===== config.mk =====
export PLATFORM = sky130hd
export DESIGN_NAME = vedic_mult_8x8
export DESIGN_NICKNAME = d
export VERILOG_FILES = /design/src/rtl/vedic_pkg.sv /design/src/rtl/vedic_mult_4x4.sv /design/src/rtl/vedic_mult_8x8.sv
export SDC_FILE = /design/constraint.sdc
export NUM_CORES = 1
export LEC_CHECK = 0
export ABC_CLOCK_PERIOD_IN_PS = 7200
export CAP_MARGIN = 0
export CORE_MARGIN = 2
export CORE_UTILIZATION = 58
export DETAILED_ROUTE_END_ITERATION = 16
export GPL_ROUTABILITY_DRIVEN = 0
export GPL_TIMING_DRIVEN = 0
export HOLD_SLACK_MARGIN = 0.12
export PLACE_DENSITY = 0.82
export SLEW_MARGIN = 20
export SYNTH_ARGS = -nofsm -noshare
export SYNTH_HDL_FRONTEND = slang
export SYNTH_HIERARCHICAL = 1
export SYNTH_SLANG_ARGS = --single-unit
export TNS_END_PERCENT = 30

===== constraint.sdc =====
create_clock -name clk -period 7.2 [get_ports clk]
set_input_delay 1.8 -clock clk [delete_from_list [all_inputs] [get_ports clk]]
set_output_delay 1.8 -clock clk [all_outputs]
set_load 0.01 [all_outputs]

===== src/rtl/vedic_pkg.sv =====
// rtl/vedic_pkg.sv - shared widths and types for the Vedic multiplier
package vedic_pkg;

  localparam int OPW = 8;
  localparam int PRW = 16;

  typedef logic [OPW-1:0] operand_t;
  typedef logic [PRW-1:0] product_t;

endpackage


===== src/rtl/vedic_mult_4x4.sv =====
// rtl/vedic_mult_4x4.sv - combinational 4x4 Urdhva-Tiryagbhyam block
module vedic_mult_4x4
  import vedic_pkg::*;
(
  input  logic [3:0] i_a,
  input  logic [3:0] i_b,
  output logic [7:0] o_p
);

  // 2x2 cell: vertical terms give bits 0 and 3, crosswise terms meet in half adders
  function automatic logic [3:0] vedic_2x2(input logic [1:0] x, input logic [1:0] y);
    logic t1, t2, t3, c1;
    logic [3:0] p;
    t1   = x[1] & y[0];
    t2   = x[0] & y[1];
    t3   = x[1] & y[1];
    c1   = t1 & t2;
    p[0] = x[0] & y[0];
    p[1] = t1 ^ t2;
    p[2] = t3 ^ c1;
    p[3] = t3 & c1;
    return p;
  endfunction

  logic [3:0] w_ll;
  logic [3:0] w_hl;
  logic [3:0] w_lh;
  logic [3:0] w_hh;
  logic [5:0] w_mid;
  logic [5:0] w_upper;

  assign w_ll = vedic_2x2(i_a[1:0], i_b[1:0]);
  assign w_hl = vedic_2x2(i_a[3:2], i_b[1:0]);
  assign w_lh = vedic_2x2(i_a[1:0], i_b[3:2]);
  assign w_hh = vedic_2x2(i_a[3:2], i_b[3:2]);

  // Cross terms plus the carried-up half of LL, then HH shifted into place
  assign w_mid   = {2'b00, w_hl} + {2'b00, w_lh} + {4'b0000, w_ll[3:2]};
  assign w_upper = w_mid + {w_hh, 2'b00};

  assign o_p = {w_upper, w_ll[1:0]};

endmodule


===== src/rtl/vedic_mult_8x8.sv =====
// rtl/vedic_mult_8x8.sv - 8x8 Vedic multiplier core with one registered output stage
module vedic_mult_8x8
  import vedic_pkg::*;
(
  input  logic     clk,
  input  logic     rst,
  input  logic     in_valid,
  input  operand_t a,
  input  operand_t b,
  output product_t result,
  output logic     out_valid
);

  logic [7:0]  w_ll;
  logic [7:0]  w_hl;
  logic [7:0]  w_lh;
  logic [7:0]  w_hh;
  logic [11:0] w_mid;
  logic [11:0] w_upper;
  product_t    w_prod;

  product_t    r_result;
  logic        r_out_valid;

  vedic_mult_4x4 u_ll (.i_a(a[3:0]), .i_b(b[3:0]), .o_p(w_ll));
  vedic_mult_4x4 u_hl (.i_a(a[7:4]), .i_b(b[3:0]), .o_p(w_hl));
  vedic_mult_4x4 u_lh (.i_a(a[3:0]), .i_b(b[7:4]), .o_p(w_lh));
  vedic_mult_4x4 u_hh (.i_a(a[7:4]), .i_b(b[7:4]), .o_p(w_hh));

  // Worst case 225*16 + 225 + 225 + 14 = 4064 still fits the 12-bit upper sum
  assign w_mid   = {4'h0, w_hl} + {4'h0, w_lh} + {8'h00, w_ll[7:4]};
  assign w_upper = w_mid + {w_hh, 4'h0};
  assign w_prod  = {w_upper, w_ll[3:0]};

  always_ff @(posedge clk) begin
    if (rst) begin
      r_result    <= '0;
      r_out_valid <= 1'b0;
    end else if (in_valid) begin
      r_result    <= w_prod;
      r_out_valid <= 1'b1;
    end else begin
      r_out_valid <= 1'b0;
    end
  end

  assign result    = r_result;
  assign out_valid = r_out_valid;

endmodule


==> summary.md, run 1 <==
| Metric | Value |
|---|---|
| Post-DR wirelength/cell | `12.87 um` |
| CP startpoint kind | `input port` |
| PD cells | `193.6 nW/um^2` |
| CTS root buf | `clkbuf_8` |
| Leakage | `1.827 nW` |
| Unrepaired setup endpoints after global routing | `no` |
| CTS tree | `yes` |
| Synth Area in Compound Gates | `8.354%` |
| Metal-1 WL | `2842 um` |
| H-tree levels | `1` |
| Hold Vio Cnt, Final | `0` |
| Sum Neg Setup Slack | `0 ns` |
| Initial antenna violation count | `0` |
| Top Layer Used | `met4` |
| Worst-Margin Slew | `0.5939 ns` |
| Synth unique cells | `31` |
| Crit share post-route | `91.57%` |
| Area added between synthesis and finish | `15.93%` |
| Die height | `76.40 um` |
| Initial Utilization | `59.91%` |
| Critical path class | `in -> reg` |
| Synth async-reset ratio | `0%` |
| Syn Area/Cell | `8.687 sq um` |
| Crit-path max FO | `8` |
| Die Wd | `76.40 um` |
| First-pass GRT wire length | `10660 um` |
| Dominant synthesized flop cell | `dfxtp_1` |
| #FFs+latches synth | `17` |
| Post_cts resized | `0` |
| Avg Vias per Cell | `5.094` |
| Data arrival, critical path | `6.74 ns` |
| Met3 wire len | `134 um` |
| Hold bufs inserted after CTS | `0` |
| Final #Nets | `494` |
| Routed Antenna Nets | `0` |
| Worst hold path class | `reg -> reg` |
| Num ports | `36` |
| Max-Cap Viols | `0` |
| DP Worst Slack | `0.3359 ns` |
| Router iterations before antenna repair | `4` |
| Final max-slew violation count | `0` |
| Placed cell area | `3478 sq um` |
| Post-DP HPWL | `5002 um` |
| Storage cell area | `340.3 sq um` |
| Total Wirelength | `5906 um` |
| Initial drt markers | `90` |
| Input/output buffers | `35` |
| VDD IR max | `0.0001319 V` |
| Synth Cell Area | `3040 sq um` |
| Status | `completed` |
| Fin area | `3525 sq um` |
| Std cell rows | `26` |
| Fill cells | `425` |
| Number of diodes | `0` |
| Fmax achieved | `151.7 MHz` |
| Critical Path RT | `7.35 ns` |
| Worst-path clk slew | `0.06 ns` |
| Count of final setup violators | `0` |
| Multi-input gate area | `2402 sq um` |
| Clk buf depth | `2` |
| Syn. warnings | `6` |
| Met2 WL | `2908 um` |
| Multiplexer area fraction after synthesis | `2.963%` |
| Total vias in the final route | `2338` |
| Largest family of logic cells by synthesized area | `adder cells` |
| Setup bufs post-CTS | `0` |
| Synth Area in XOR/XNOR | `5.473%` |
| Crit path capture type | `register` |
| Num CTS Buffers | `3` |
| Synthesized-area fraction occupied by adder cells | `42.14%` |
| Share of cells above drive strength 1 | `4.370%` |
| Drt drc | `0` |
| Simple-gate portion of the synthesized area | `20.08%` |
| Clk Latency, worst-skew pair | `0.25 ns` |
| EDFF count, synth | `0` |
| Largest net degree at the start of global routing | `11` |
| Die area | `5837 sq um` |
| CTS sink count | `17` |
| Post-synthesis net count | `454` |
| Vias in the first global route | `2383` |
| Sequential area share after synthesis | `11.19%` |
| Clock Skews | `0 ns` |
| Fin crit period | `6.593 ns` |
| Final worst slack | `0.6071 ns` |
| Core area | `5075 sq um` |
| Global Route Usage Sum | `21.82%` |
| Syn Inst Count | `350` |
| Slew HR | `60.41%` |
| Congestion Overflow GR | `0` |
[Yosys cell counts, drive strengths merged (2+ instances only)]
cell,count,area [sq um]
fa,29,580.6
mux2i,9,90.09
a211oi,5,42.54
a21oi,14,100.1
and2,60,375.4
buf,3,12.51
nor3b,2,15.01
inv,75,281.5
nand4b,2,17.52
o21ai,2,10.01
xnor2,11,96.34
ha,56,700.7
nor2,24,90.09
nand2b,5,31.28
nand2,10,40.04
or4b,2,20.02
xor2,8,70.07
a21o,6,45.04
dfxtp,17,340.3
nor2b,2,12.51
o311ai,2,17.52
[worst max-delay path, stage by stage]
cell             delay, ns
clkdlybuf4s50_1       0.55
and2_1                0.23
ha_1                  0.19
ha_1                  0.28
inv_1                 0.05
fa_1                  0.59
inv_1                 0.06
ha_1                  0.29
a21o_1                0.17
a21oi_2               0.14
xnor2_1               0.10
fa_1                  0.57
inv_1                 0.07
fa_1                  0.44
nand2b_1              0.18
a211oi_2              0.29
o21ai_1               0.14
or4b_1                0.49
o311ai_1              0.10
[final timing paths]
check | slack (ns) | cells after the start | end | startpoint
setup / recovery | 0.61 | 19 | result[13]$_SDFFE_PP0P_ | a[2]
hold / removal | 0.48 | 2 | result[4]$_SDFFE_PP0P_ | result[4]$_SDFFE_PP0P_
setup reg to reg | 6.46 | 2 | result[13]$_SDFFE_PP0P_ | result[13]$_SDFFE_PP0P_
hold reg to reg | 0.48 | 2 | result[4]$_SDFFE_PP0P_ | result[4]$_SDFFE_PP0P_
[registers in the layout (all words and copies together) (netlist names)]
name,flops
out_valid,1
result,16
[metal layers]
| layer | global-route usage [%] | vias to the layer above |
|---|---|---|
| li1 | - | 1178 |
| met3 | 1.303 | 2 |
| met5 | 0 | - |
| met1 | 30.11 | 1124 |
| met2 | 38.14 | 34 |
| met4 | 4.000 | 0 |
[through the flow]
step           power [W]  hold slack [ns]  utilization [%]  std cells
6_report       0.0006823           0.4777            69.45        459
5_1_grt        0.0007509           0.5253            69.45        459
4_1_cts        0.0006848           0.4794            69.45        459
3_5_place_dp   0.0006131           0.4706            68.54        455
3_3_place_gp   0.0005947           0.4691            68.54        455
2_1_floorplan  0.0004815           0.4981                -        350
[layout make-up]
class | count | share of cell area [%]
Multi-Input combinational cell | 254 | 68.16
Timing Repair Buffer | 35 | 9.940
Sequential cell | 17 | 9.656
Inverter | 75 | 7.987
Tap cell | 70 | 2.485
Clock buffer | 3 | 1.171
Buffer | 4 | 0.4615
Clock inverter | 1 | 0.1420
[kinds of logic after synthesis]
family | after synthesis
AO/OA/AOI/OAI | 33
XOR/XNOR | 19
adder cells (fa/ha/maj) | 85
buffers and inverters | 79
flip-flops | 17
multiplexers | 9
AND/OR/NAND/NOR | 108
[where the power goes]
part / total [W] / internal (W) / switching (W)
logic: 0.000487 / 0.000228 / 0.000259
clock network: 0.0000690 / 0.0000383 / 0.0000307
registers: 0.000127 / 0.000116 / 0.0000104
total: 0.000682 / 0.000383 / 0.000300
[layout by cell type, fill, tap and decap left out, types with 3 or more instances in the layout]
cell type / count
a211oi_1: 4
a21o_1: 6
a21oi_1: 6
a21oi_2: 8
and2_1: 60
clkbuf_8: 3
clkdlybuf4s50_1: 35
dfxtp_1: 17
fa_1: 29
ha_1: 56
inv_1: 75
mux2i_1: 9
nand2_1: 9
nand2b_1: 5
nor2_1: 24
xnor2_1: 11
xor2_1: 8
Note: power is estimated with default switching activity, not from simulation.
==> run 2, diff against run 1 <==
RECOVER_POWER = 25   (was not set)
==> run 2 against run 1 <==
Effect of this change: hold slack worse by 0.0024 ns; worst setup slack about the same; flip-flop and latch count unchanged; wire length about the same; largest power group unchanged.
==> summary.md, run 2 (synthesis results as in run 1) <==
| Metric | Value |
|---|---|
| Die area | `5837 sq um (unchanged)` |
| Worst Hold Launch | `result[4]$_SDFFE_PP0P_ (unchanged)` |
| Clock Skews | `0 ns (unchanged)` |
| Area added between synthesis and finish | `15.93% (unchanged)` |
| Count of final setup violators | `0 (unchanged)` |
| Min-Delay Endpoint | `result[4]$_SDFFE_PP0P_ (unchanged)` |
| Status | `completed (unchanged)` |
| Setup bufs post-CTS | `0 (unchanged)` |
| Multi-input gate area | `2402 sq um (unchanged)` |
| R2R depth | `2 (unchanged)` |
| Crit-path max FO | `8 (unchanged)` |
| PD cells | `192.4 nW/um^2 (was 193.6 nW/um^2)` |
| CTS tree | `yes (unchanged)` |
| Die height | `76.40 um (unchanged)` |
| Final Instance Count excl. Fillers | `459 (unchanged)` |
| Total Wirelength | `5905 um (was 5906 um)` |
| Leakage | `1.844 nW (was 1.827 nW)` |
| Worst-Margin Slew | `0.5939 ns (about the same)` |
| Critical Path RT | `7.35 ns (about the same)` |
| Routed Antenna Nets | `0 (unchanged)` |
| Worst-path clk slew | `0.06 ns (about the same)` |
| Post-DP HPWL | `5002 um (unchanged)` |
| Die Wd | `76.40 um (unchanged)` |
| Final max-slew violation count | `0 (unchanged)` |
| Data arrival, critical path | `6.74 ns (about the same)` |
| Unrepaired setup endpoints after global routing | `no (unchanged)` |
| H-tree levels | `1 (unchanged)` |
| Worst hold path class | `reg -> reg (unchanged)` |
| Vias in the first global route | `2383 (unchanged)` |
| Hold bufs inserted after CTS | `0 (unchanged)` |
| First-pass GRT wire length | `10660 um (unchanged)` |
| Final #Nets | `494 (unchanged)` |
| Storage cell area | `340.3 sq um (unchanged)` |
| CP startpoint kind | `input port (unchanged)` |
| Initial drt markers | `89 (was 90)` |
| Number of diodes | `0 (unchanged)` |
| Drt drc | `0 (unchanged)` |
| Core area | `5075 sq um (unchanged)` |
| Dpl cells | `455 (unchanged)` |
| Global Route Usage Sum | `21.82% (unchanged)` |
| Fin crit period | `6.593 ns (about the same)` |
| Num ports | `36 (unchanged)` |
| Avg Vias per Cell | `5.092 (was 5.094)` |
| Total vias in the final route | `2337 (was 2338)` |
| Total power draw | `0.0006782 W (was 0.0006823 W)` |
| Hold WS | `0.4753 ns (was 0.4777 ns)` |
| Most frequent cells in the layout | `75 x inv_1, 60 x and2_1, 56 x ha_1, 29 x fa_1, 27 x clkdlybuf4s50_1 (was 75 x inv_1, 60 x and2_1, 56 x ha_1, 35 x clkdlybuf4s50_1, 29 x fa_1)` |
| Commonest non-fill, non-tap cell in the layout | `inv_1 (unchanged)` |
| Fmax achieved | `151.7 MHz (unchanged)` |
| Crit path capture type | `register (unchanged)` |
| Slew HR | `60.41% (about the same)` |
| Reg2reg start | `result[13]$_SDFFE_PP0P_ (unchanged)` |
| Critical path class | `in -> reg (unchanged)` |
| Largest net degree at the start of global routing | `11 (unchanged)` |
| Num CTS Buffers | `3 (unchanged)` |
| Clk buf depth | `2 (unchanged)` |
| CTS sink count | `17 (unchanged)` |
| VDD IR max | `0.0001283 V (was 0.0001319 V)` |
| Sum Neg Setup Slack | `0 ns (unchanged)` |
| Std cell rows | `26 (unchanged)` |
| Fill cells | `425 (unchanged)` |
| Clk Latency, worst-skew pair | `0.25 ns (about the same)` |
| Fin util | `69.45% (unchanged)` |
| Input/output buffers | `35 (unchanged)` |
| Max reg flops | `16 (unchanged)` |
| Congestion Overflow GR | `0 (unchanged)` |
| CTS root buf | `clkbuf_8 (unchanged)` |
| R2R setup slack | `6.46 ns (about the same)` |
| Share of cells above drive strength 1 | `4.370% (unchanged)` |
| Hold Vio Cnt, Final | `0 (unchanged)` |
| Max-Cap Viols | `0 (unchanged)` |
| Worst R2R End | `result[13]$_SDFFE_PP0P_ (unchanged)` |
| Post_cts resized | `0 (unchanged)` |
| Initial antenna violation count | `0 (unchanged)` |
| Crit share post-route | `91.57% (about the same)` |
| Min-Delay Path Depth | `2 (unchanged)` |
| Post-DR wirelength/cell | `12.86 um (was 12.87 um)` |
| Router iterations before antenna repair | `4 (unchanged)` |
| Initial Utilization | `59.91% (unchanged)` |
## run 2: critical path, cell delays in order
cell and delay (ns):
clkdlybuf4s50_1 0.55, and2_1 0.23, ha_1 0.19, ha_1 0.28
inv_1 0.05, fa_1 0.59, inv_1 0.06, ha_1 0.29
a21o_1 0.17, a21oi_2 0.14, xnor2_1 0.10, fa_1 0.57
inv_1 0.07, fa_1 0.44, nand2b_1 0.18, a211oi_2 0.29
o21ai_1 0.14, or4b_1 0.49, o311ai_1 0.10
## run 2: report_power, final
part           leakage [nW]  switching [W]  internal [W]
registers             0.140     0.00000993      0.000116
logic                  1.68       0.000259      0.000224
clock network        0.0255      0.0000307     0.0000383
total                  1.84       0.000299      0.000379
## run 2: how the worst max path moves through the flow
stage / start / end / slack, ns / cells past startpoint
floorplan: b[0] / result[13]$_SDFFE_PP0P_ / 1.29 / 18
global placement: b[2] / result[13]$_SDFFE_PP0P_ / 0.46 / 19
detailed placement: b[0] / result[13]$_SDFFE_PP0P_ / 0.34 / 19
CTS: b[2] / result[13]$_SDFFE_PP0P_ / 0.60 / 19
global route: a[2] / result[13]$_SDFFE_PP0P_ / 0.37 / 19
finish: a[2] / result[13]$_SDFFE_PP0P_ / 0.61 / 19
## run 2: routing by layer
metal  part of all wire (%)  routed length [um]  GRT usage, %
met1                     48                2839         30.11
met2                     49                2908         38.14
met3                    2.3                 137         1.303
met4                   0.36                  21         4.000
met5                      0                   0             0
## run 2: area by class of cell
class	instances	area share (%)
multi-input combinational	254	68.16
timing repair buffer	35	9.940
sequential	17	9.656
buffer	4	0.4615
inverter	75	7.987
clock inverter	1	0.1420
clock buffer	3	1.171
tap	70	2.485
## run 2: metrics by stage
stage,cell area (sq um),setup WS (ns)
2_1_floorplan,3040,1.287
3_3_place_gp,3478,0.4580
3_5_place_dp,3478,0.3359
4_1_cts,3525,0.6043
5_1_grt,3525,0.3692
6_report,3525,0.6071
